## config.mk

```make
export PLATFORM = sky130hd
export DESIGN_NAME = uart_rx_flat
export DESIGN_NICKNAME = d
export VERILOG_FILES = /design/src/rtl/uart_rx_if.sv /design/src/rtl/uart_rx.sv /design/src/flat_wrapper.sv
export SDC_FILE = /design/constraint.sdc
export NUM_CORES = 1
export LEC_CHECK = 0
export CORE_MARGIN = 1.5
export CORE_UTILIZATION = 58
export CTS_CLUSTER_SIZE = 10
export DETAILED_ROUTE_END_ITERATION = 10
export HOLD_SLACK_MARGIN = 0.02
export PLACE_DENSITY = 0.81
export SYNTH_ARGS = -nofsm -noshare
export SYNTH_HDL_FRONTEND = slang
export SYNTH_SLANG_ARGS = --single-unit
```

## constraint.sdc

```tcl
create_clock -name clk -period 2.3 [get_ports clk]
set_input_delay 0.46 -clock clk [delete_from_list [all_inputs] [get_ports clk]]
set_output_delay 0.46 -clock clk [all_outputs]
set_load 0.05 [all_outputs]
```

## src/rtl/uart_rx_if.sv

```systemverilog
// Receiver-side bundle: serial line in, assembled word and status strobes out.
// master = the receiver, slave = whoever drives the line and consumes the words.
interface uart_rx_if #(
    parameter int WIDTH = 8
);
    logic             i_rx;
    logic [WIDTH-1:0] o_data;
    logic             o_dv;
    logic             o_frame_err;
    logic             o_busy;

    modport master (input i_rx, output o_data, o_dv, o_frame_err, o_busy);
    modport slave  (output i_rx, input o_data, o_dv, o_frame_err, o_busy);
endinterface

```

## src/rtl/uart_rx.sv

```systemverilog
// UART receiver: 1 start, WIDTH data, 1 stop, no parity, DIVISOR clks per bit.
// Define UART_RX_GLITCH_FILTER_EN to decide each bit by a 3-sample majority (+1 cycle latency).
module uart_rx #(
    parameter int WIDTH         = 8,
    parameter int DIVISOR       = 100,
    parameter bit LITTLE_ENDIAN = 1
) (
    input  logic      clk,
    input  logic      i_reset,
    uart_rx_if.master bus
);
    localparam int CW = $clog2(DIVISOR);
    localparam int BW = (WIDTH > 1) ? $clog2(WIDTH) : 1;
    localparam logic [CW-1:0] CNT_MAX = CW'(DIVISOR - 1);
`ifdef UART_RX_GLITCH_FILTER_EN
    localparam logic [CW-1:0] DEC = CW'(DIVISOR / 2);
`else
    localparam logic [CW-1:0] DEC = CW'(DIVISOR / 2 - 1);
`endif
    localparam logic [BW-1:0] LAST_BIT = BW'(WIDTH - 1);

    typedef enum logic [1:0] {IDLE, START, DATA, STOP} state_t;

    state_t           state_q, state_d;
    logic             rx_m, rx_s, rx_prev;
    logic             bit_val;
    logic [CW-1:0]    cnt_q;
    logic [BW-1:0]    bit_q;
    logic [WIDTH-1:0] sr_q, sr_next, data_q;
    logic [WIDTH:0]   sr_ext;
    logic             dv_q, ferr_q;
    logic             at_dec, at_end;
    logic             shift_en, bit_clr, bit_inc, load, ferr_set;

`ifdef UART_RX_GLITCH_FILTER_EN
    // hist[1] = rx_s at cnt M-1, hist[0] = rx_s at cnt M when cnt is at M+1
    logic [1:0] hist;
    assign bit_val = (hist[1] & hist[0]) | (hist[1] & rx_s) | (hist[0] & rx_s);
`else
    assign bit_val = rx_s;
`endif

    assign at_dec = (cnt_q == DEC);
    assign at_end = (cnt_q == CNT_MAX);

    generate
        if (LITTLE_ENDIAN) begin : g_le
            assign sr_ext  = {bit_val, sr_q};
            assign sr_next = sr_ext[WIDTH:1];
        end else begin : g_be
            assign sr_ext  = {sr_q, bit_val};
            assign sr_next = sr_ext[WIDTH-1:0];
        end
    endgenerate

    always_ff @(posedge clk) begin
        if (i_reset) state_q <= IDLE;
        else         state_q <= state_d;
    end

    always_comb begin
        state_d  = state_q;
        shift_en = 1'b0;
        bit_clr  = 1'b0;
        bit_inc  = 1'b0;
        load     = 1'b0;
        ferr_set = 1'b0;
        case (state_q)
            IDLE: begin
                // edge-triggered so a line stuck low cannot retrigger
                if (rx_prev && !rx_s) state_d = START;
            end
            START: begin
                if (at_dec && bit_val) begin
                    state_d = IDLE;
                end else if (at_end) begin
                    state_d = DATA;
                    bit_clr = 1'b1;
                end
            end
            DATA: begin
                if (at_dec) shift_en = 1'b1;
                if (at_end) begin
                    bit_inc = 1'b1;
                    if (bit_q == LAST_BIT) state_d = STOP;
                end
            end
            STOP: begin
                // leave at mid-stop so a back-to-back start edge is not missed
                if (at_dec) begin
                    state_d = IDLE;
                    if (bit_val) load     = 1'b1;
                    else         ferr_set = 1'b1;
                end
            end
            default: state_d = IDLE;
        endcase
    end

    always_ff @(posedge clk) begin
        if (i_reset) begin
            rx_m    <= 1'b1;
            rx_s    <= 1'b1;
            rx_prev <= 1'b1;
`ifdef UART_RX_GLITCH_FILTER_EN
            hist    <= 2'b11;
`endif
            cnt_q   <= '0;
            bit_q   <= '0;
            sr_q    <= '0;
            data_q  <= '0;
            dv_q    <= 1'b0;
            ferr_q  <= 1'b0;
        end else begin
            rx_m    <= bus.i_rx;
            rx_s    <= rx_m;
            rx_prev <= rx_s;
`ifdef UART_RX_GLITCH_FILTER_EN
            hist    <= {hist[0], rx_s};
`endif
            if (state_q == IDLE || state_d == IDLE || at_end) cnt_q <= '0;
            else                                              cnt_q <= cnt_q + CW'(1);
            if (bit_clr)      bit_q <= '0;
            else if (bit_inc) bit_q <= bit_q + BW'(1);
            if (shift_en) sr_q <= sr_next;
            if (load)     data_q <= sr_q;
            dv_q   <= load;
            ferr_q <= ferr_set;
        end
    end

    assign bus.o_data      = data_q;
    assign bus.o_dv        = dv_q;
    assign bus.o_frame_err = ferr_q;
    assign bus.o_busy      = (state_q != IDLE);
endmodule

```

## src/flat_wrapper.sv

```systemverilog
// flat-port wrapper written by rule: the top's interface ports become plain ports
module uart_rx_flat 
#(
    parameter int WIDTH         = 8,
    parameter int DIVISOR       = 100,
    parameter bit LITTLE_ENDIAN = 1
)
  (clk, i_reset, bus_i_rx, bus_o_data, bus_o_dv, bus_o_frame_err, bus_o_busy);
  uart_rx_if #(.WIDTH(WIDTH)) bus_i ();
  input  logic clk;
  input  logic i_reset;
  input wire logic [$bits(bus_i.i_rx)-1:0] bus_i_rx;
  output wire logic [$bits(bus_i.o_data)-1:0] bus_o_data;
  output wire logic [$bits(bus_i.o_dv)-1:0] bus_o_dv;
  output wire logic [$bits(bus_i.o_frame_err)-1:0] bus_o_frame_err;
  output wire logic [$bits(bus_i.o_busy)-1:0] bus_o_busy;
  assign bus_i.i_rx = bus_i_rx;
  assign bus_o_data = bus_i.o_data;
  assign bus_o_dv = bus_i.o_dv;
  assign bus_o_frame_err = bus_i.o_frame_err;
  assign bus_o_busy = bus_i.o_busy;
  uart_rx #(.WIDTH(WIDTH), .DIVISOR(DIVISOR), .LITTLE_ENDIAN(LITTLE_ENDIAN)) u_core (.clk(clk), .i_reset(i_reset), .bus(bus_i));
endmodule
```

==> results.json <==
{
  "status": "completed",
  "grt_usage_pct": 21.72,
  "synth_warnings": 0,
  "fin_crit_sh_pct": 85.25,
  "fmax_mhz": 510.0,
  "drv_slew": 0,
  "rr_startpoint": "u_core.cnt_q[0]",
  "critPathLaunch": "u_core.bus.o_data[5]",
  "clock-sinks": 33,
  "grt_max_degree": 14,
  "synth_area_um2": 1356,
  "dieArea_um2": 2637,
  "fp.dieH_um": 51.36,
  "hold_path_class": "reg2reg",
  "clock_latency_ns": 0.34,
  "hold_viol_final": 0,
  "layout-drive-gt1-share_pct": 13.64,
  "core_area_um2": 2212,
  "critPathTopFamily": "buffers and inverters",
  "first_pass_iters": 4,
  "globalplace.congestion": 0.7929,
  "cts.repair.resized": 0,
  "synth_area_leaders": "dfxtp_1, mux2i_1, nor2_1",
  "drt-total-wl_mm": 2.435,
  "htreeDepth": 2,
  "synth-seq-cells": 33,
  "cp_data_required_time_ns": 1.84,
  "grt_pass1_vias": 941,
  "vdd_drop_max_uv": 777.3,
  "syn_inst": 135,
  "cts_tree": "built",
  "grt.overflow.total": 0,
  "area_growth_pct": 18.82,
  "hold_ws_ns": 0.4280,
  "setup_viol": 0,
  "critical_path.max_stage_delay_ns": 0.81,
  "start_kind": "flop",
  "maxCapViolCount": 0,
  "die_w_um": 51.36,
  "yosysMostFrequentCell": "dfxtp_1",
  "r2r_setup_slack_ns": 0.49,
  "worstSetupPathType": "reg2out",
  "leakage_nw": 0.7113,
  "synth_cell_types": 31,
  "rr_worst_depth": 5,
  "path_clk_slew_ns": 0.10,
  "synth_nets": 142,
  "antenna_found_initial": 0,
  "port_buffers": 13,
  "synth_flop_cell": "dfxtp_1",
  "grt_pass1_wl_mm": 4.126,
  "power.density_nw_per_um2": 657.3,
  "drc": 0,
  "cp_max_fo": 2,
  "yosysTopAreaCell": "dfxtp_1",
  "root_buffer": "clkbuf_4",
  "holdPathStages": 1,
  "clock_skew_ns": 0.01311,
  "tightest_slew_ns": 0.5840,
  "rows": 17,
  "async_reset_ff_share_pct": 0,
  "first_iter_violations": 15,
  "min_from": "u_core.rx_m",
  "critPathSlowestCell": "clkdlybuf4s50_1",
  "finalCriticalPeriod_ns": 1.961,
  "ant_nets": 0,
  "viasPerCell": 5.566,
  "critPathBufInv": 1,
  "yosysTopAreaCellShare_pct": 48.71,
  "clock_path_buffers": 2,
  "num_antenna_cells": 0,
  "relSlewSlack_pct": 60.89,
  "synth_area_per_cell_um2": 10.05,
  "final_nets": 160,
  "crit_cells": 1,
  "initial_core_util_pct": 61.31,
  "rsz0062_at_grt": "no",
  "wl_per_cell_um": 13.38,
  "synthTopCellsByCount": "dfxtp_1, nor2_1, mux2i_1, nand3_1",
  "via_count": 1013,
  "arrival_ns": 1.50,
  "endpoint_kind": "output port",
  "cts_made_buffers": 5,
  "holdBufCountCts": 0,
  "io_pins": 14,
  "cts_setup_buffers": 0,
  "tns_ns": 0,
  "synth_edf_count": 0,
  "cp_cell_sequence": "clkdlybuf4s50_1",
  "dp_hpwl_mm": 1.732,
  "seq_area_frac_synth_pct": 48.71,
  "nFillCells": 169
}
## through the flow
| stage | cells | utilization, % | cell area [um2] | power [mW] | worst slack [ns] |
|---|---|---|---|---|---|
| after global placement | 174 | 68.89 | 1524 | 0.6232 | 0.4432 |
| after detailed placement | 174 | 68.89 | 1524 | 0.6240 | 0.4213 |
| after floorplan | 135 | - | 1356 | 0.6130 | 0.7849 |
| final | 182 | 72.85 | 1612 | 1.059 | 0.3392 |
| after global routing | 182 | 72.85 | 1612 | 1.101 | 0.2853 |
| after CTS | 182 | 72.74 | 1609 | 1.067 | 0.03950 |
## path summary, 6_finish.rpt
check / end
setup / recovery: bus_o_data[5]
hold / removal: u_core.bit_val
setup reg to reg: u_core.cnt_q[1]
hold reg to reg: u_core.bit_val
## flip-flops by register name, summed over array words and instances, names as in the netlist
name / cells
u_core.rx_prev: 1
u_core.cnt_q: 7
u_core.bus.o_frame_err: 1
u_core.bit_val: 1
u_core.bit_q: 3
u_core.rx_m: 1
u_core.bus.o_dv: 1
u_core.bus.o_data: 8
u_core.state_q: 2
u_core.sr_q: 8
## power by group
group | switching, mW | total, mW | internal, mW
combinational | 0.0193 | 0.0332 | 0.0139
clock | 0.189 | 0.449 | 0.259
sequential | 0.00345 | 0.578 | 0.574
## cell usage in the layout, fill, tap and decap left out, types with 2 or more instances in the layout
master,synthesis,layout
dfxtp_1,33,33
nor2_1,24,24
mux2i_1,17,17
clkdlybuf4s50_1,0,12
nand3_1,9,9
a31oi_1,5,5
a211oi_1,5,5
clkbuf_4,0,5
or2_2,4,4
nand2_1,4,4
ha_1,4,4
buf_4,1,4
inv_1,3,3
xnor2_1,3,3
xor2_1,2,2
## metal layers
metal | up-vias | global-route usage, % | share of wire [%]
met5 | - | 0 | 0
met3 | 7 | 5.263 | 3.2
met1 | 478 | 24.35 | 46
met4 | 0 | 13.16 | 2.8
li1 | 508 | - | -
met2 | 20 | 37.01 | 48
## final cells by class
class | count | area (um2) | share of cell area [%]
Timing Repair Buffer | 17 | 162.7 | 10.09
Clock inverter | 1 | 30.03 | 1.863
Clock buffer | 7 | 55.05 | 3.416
Inverter | 3 | 11.26 | 0.6988
Sequential cell | 33 | 660.6 | 40.99
Multi-Input combinational cell | 93 | 656.9 | 40.76
Tap cell | 28 | 35.03 | 2.174
## cell families after synthesis
family | Yosys count | share of synthesized area, %
fa+ha+maj | 4 | 3.690
buf+inv | 9 | 2.859
xor+xnor | 5 | 3.229
compound gates | 15 | 9.226
simple gates | 52 | 19.74
mux | 17 | 12.55
flops | 33 | 48.71
Power figures use the tool's default switching activity.
==> RTL change: new RTL, same settings <==
The option `UART_RX_GLITCH_FILTER_EN` is turned on by a define.
--- a/src/rtl/uart_rx.sv
+++ b/src/rtl/uart_rx.sv
@@ -1,5 +1,7 @@
 // UART receiver: 1 start, WIDTH data, 1 stop, no parity, DIVISOR clks per bit.
 // Define UART_RX_GLITCH_FILTER_EN to decide each bit by a 3-sample majority (+1 cycle latency).
+`define UART_RX_GLITCH_FILTER_EN
+
 module uart_rx #(
     parameter int WIDTH         = 8,
     parameter int DIVISOR       = 100,
Check against the original RTL: no difference found for any inputs over 10 cycles, from zero or initial values and one cycle with i_reset high; that may be too few to reach the edited logic, so the function may still have changed.
==> RTL change against the unedited design <==
Routed wire length is 6.6% higher; total power shrank 13%; largest cell class is now multi-input gates; sequential share of layout area rose by 0.53 points; sequential cell count increased by 1; synthesized area grew 9.2%; clock skew decreased by 0.0069 ns; fmax fell by 0.15%; sequential power grew 3%; design area increased by 1.7%; setup slack worse by 0.0029 ns; via count up 3.2%.
==> RTL change: results (changes against the unedited design) <==
| Metric | Value |
|---|---|
| Seq/Total Area, Yosys | `0.459 (-0.0276)` |
| Maximum number of pins on one net before global-route repair | `42 (+28)` |
| Drt wl/cell | `13.7 µm (+2.6%)` |
| DP HPWL | `1780 µm (+2.6%)` |
| Launch point of the worst path | `u_core.state_q[1]` |
| Total via count after detailed routing | `1045 (+3.2%)` |
| Last weighted congestion value of the routability-driven placer | `0.735 (-7.4%)` |
| Classification of the worst-slack hold path | `register to register` |
| Setup repair bufs after CTS | `0 (unchanged)` |
| Layout cell share with drive strength beyond 1 | `0.101 (-0.0357)` |
| Longest individual stage delay on the worst path | `0.46 ns (-0.35 ns)` |
| Synth top area cells | `sky130_fd_sc_hd__dfxtp_1 46%, sky130_fd_sc_hd__mux2i_1 11%, sky130_fd_sc_hd__nand2b_1 6.8%` |
| Wire length of the first global-routing pass | `3980 µm (-3.5%)` |
| Layout Nets | `166 (+3.8%)` |
| Number of nets produced by synthesis | `153 (+7.7%)` |
| Number of synthesized flops with an enable pin | `0 (unchanged)` |
| Worst R2R Setup Slack | `0.58 ns (+0.09 ns)` |
| Total track usage | `0.202 (-0.0149)` |
| Clock latency of the later-clocked register in the worst-skew pair | `0.33 ns` |
| R2r worst-path depth | `6 (+1)` |
| Ranking of synthesized cells by instance count | `34 x sky130_fd_sc_hd__dfxtp_1, 17 x sky130_fd_sc_hd__mux2i_1, 16 x sky130_fd_sc_hd__nand2b_1` |
| Post-synth ARST share | `0 (unchanged)` |
| 1st-pass router iterations | `4 (unchanged)` |
| Number of fillers in the final layout | `208 (+23%)` |
| Leakage | `0.564 nW (-21%)` |
| Reg2reg end | `u_core.bus.o_data[2]` |
| Highest fanout seen on the critical path | `16 (+14)` |
| Clock root buffer | `sky130_fd_sc_hd__clkbuf_4` |
| Depth of the worst hold-timing path | `1 (unchanged)` |
| End point of the worst hold path | `u_core.rx_s` |
| Status | `complete, no violations` |
| Via count of the first global-routing pass | `880 (-6.5%)` |
| Initial drt markers | `20 (+5)` |
| Slowest library cell on the worst path | `sky130_fd_sc_hd__dfxtp_1` |
| Remaining max-slew budget at the tightest pin | `0.635 (+0.0260)` |
| Critical hold path startpoint | `u_core.rx_m` |
| Peak supply drop | `0.412 mV (-47%)` |
| Clock-pin slew reported for the worst setup and hold paths after clock tree synthesis | `0.08 ns (-0.02 ns)` |
| Internal portion of total power | `721 µW (-15%)` |
| Capturing element of the worst setup path | `bus_o_busy` |
| Cell type group with the largest total delay on the critical path | `flip-flops` |
| Hold WS | `0.414 ns (-0.0144 ns)` |
| Initial antenna violation count | `0 (unchanged)` |
| Worst clock skew on the final layout | `0.00617 ns (-0.00693 ns)` |
| Yosys warnings | `0 (unchanged)` |
| Unique masters post-synth | `34 (+9.7%)` |
==> RTL change: cell count changes after synthesis, sizes merged, moves of 3 or more <==
cell	unedited run	this run
nand2b	0	16
nor2	24	12
a211oi	5	0
nor4	0	5
nand3	9	6
nand4b	0	3
nor3	1	4
o21ai	0	3
==> RTL change: final cells by class <==
cell class	count	share of cell area
Clock buffer	7	0.0275
Inverter	5	0.0115
Multi-Input combinational cell	99	0.440
Sequential cell	34	0.415
Tap cell	30	0.0229
Timing Repair Buffer	14	0.0824
==> RTL change: power groups by stage <==
stage | logic [mW] | clock network, mW | registers, mW
floorplan | 0.0289 | 0 | 0.608
global placement | 0.0324 | 0 | 0.611
detailed placement | 0.0336 | 0 | 0.611
CTS | 0.0338 | 0.299 | 0.597
global route | 0.0361 | 0.322 | 0.598
finish | 0.0336 | 0.292 | 0.597
==> RTL change: per-layer routing <==
layer / GRT usage / vias to the layer above / part of all wire
li1: - / 531 / -
met1: 0.229 / 494 / 0.45
met2: 0.340 / 16 / 0.50
met3: 0.0833 / 4 / 0.041
met4: 0.0769 / 0 / 0.0096
met5: 0 / - / 0
==> RTL change: cell families after synthesis <==
logic type	count (synthesis)	synth area share
AND/OR/NAND/NOR	62	0.259
XOR/XNOR	5	0.0296
buffers and inverters	13	0.0532
adder cells (fa/ha/maj)	5	0.0405
flip-flops	34	0.459
multiplexers	17	0.115
AO/OA/AOI/OAI	10	0.0431
==> RTL change: per-stage QoR <==
stage                     instance area, µm²  power, mW  cells  setup WS, ns
after floorplan                         1480      0.637    146         0.837
after global placement                  1590      0.643    182         0.617
after detailed placement                1590      0.644    182         0.562
after CTS                               1640      0.930    189         0.301
after global routing                    1640      0.957    189         0.203
final                                   1640      0.922    189         0.336
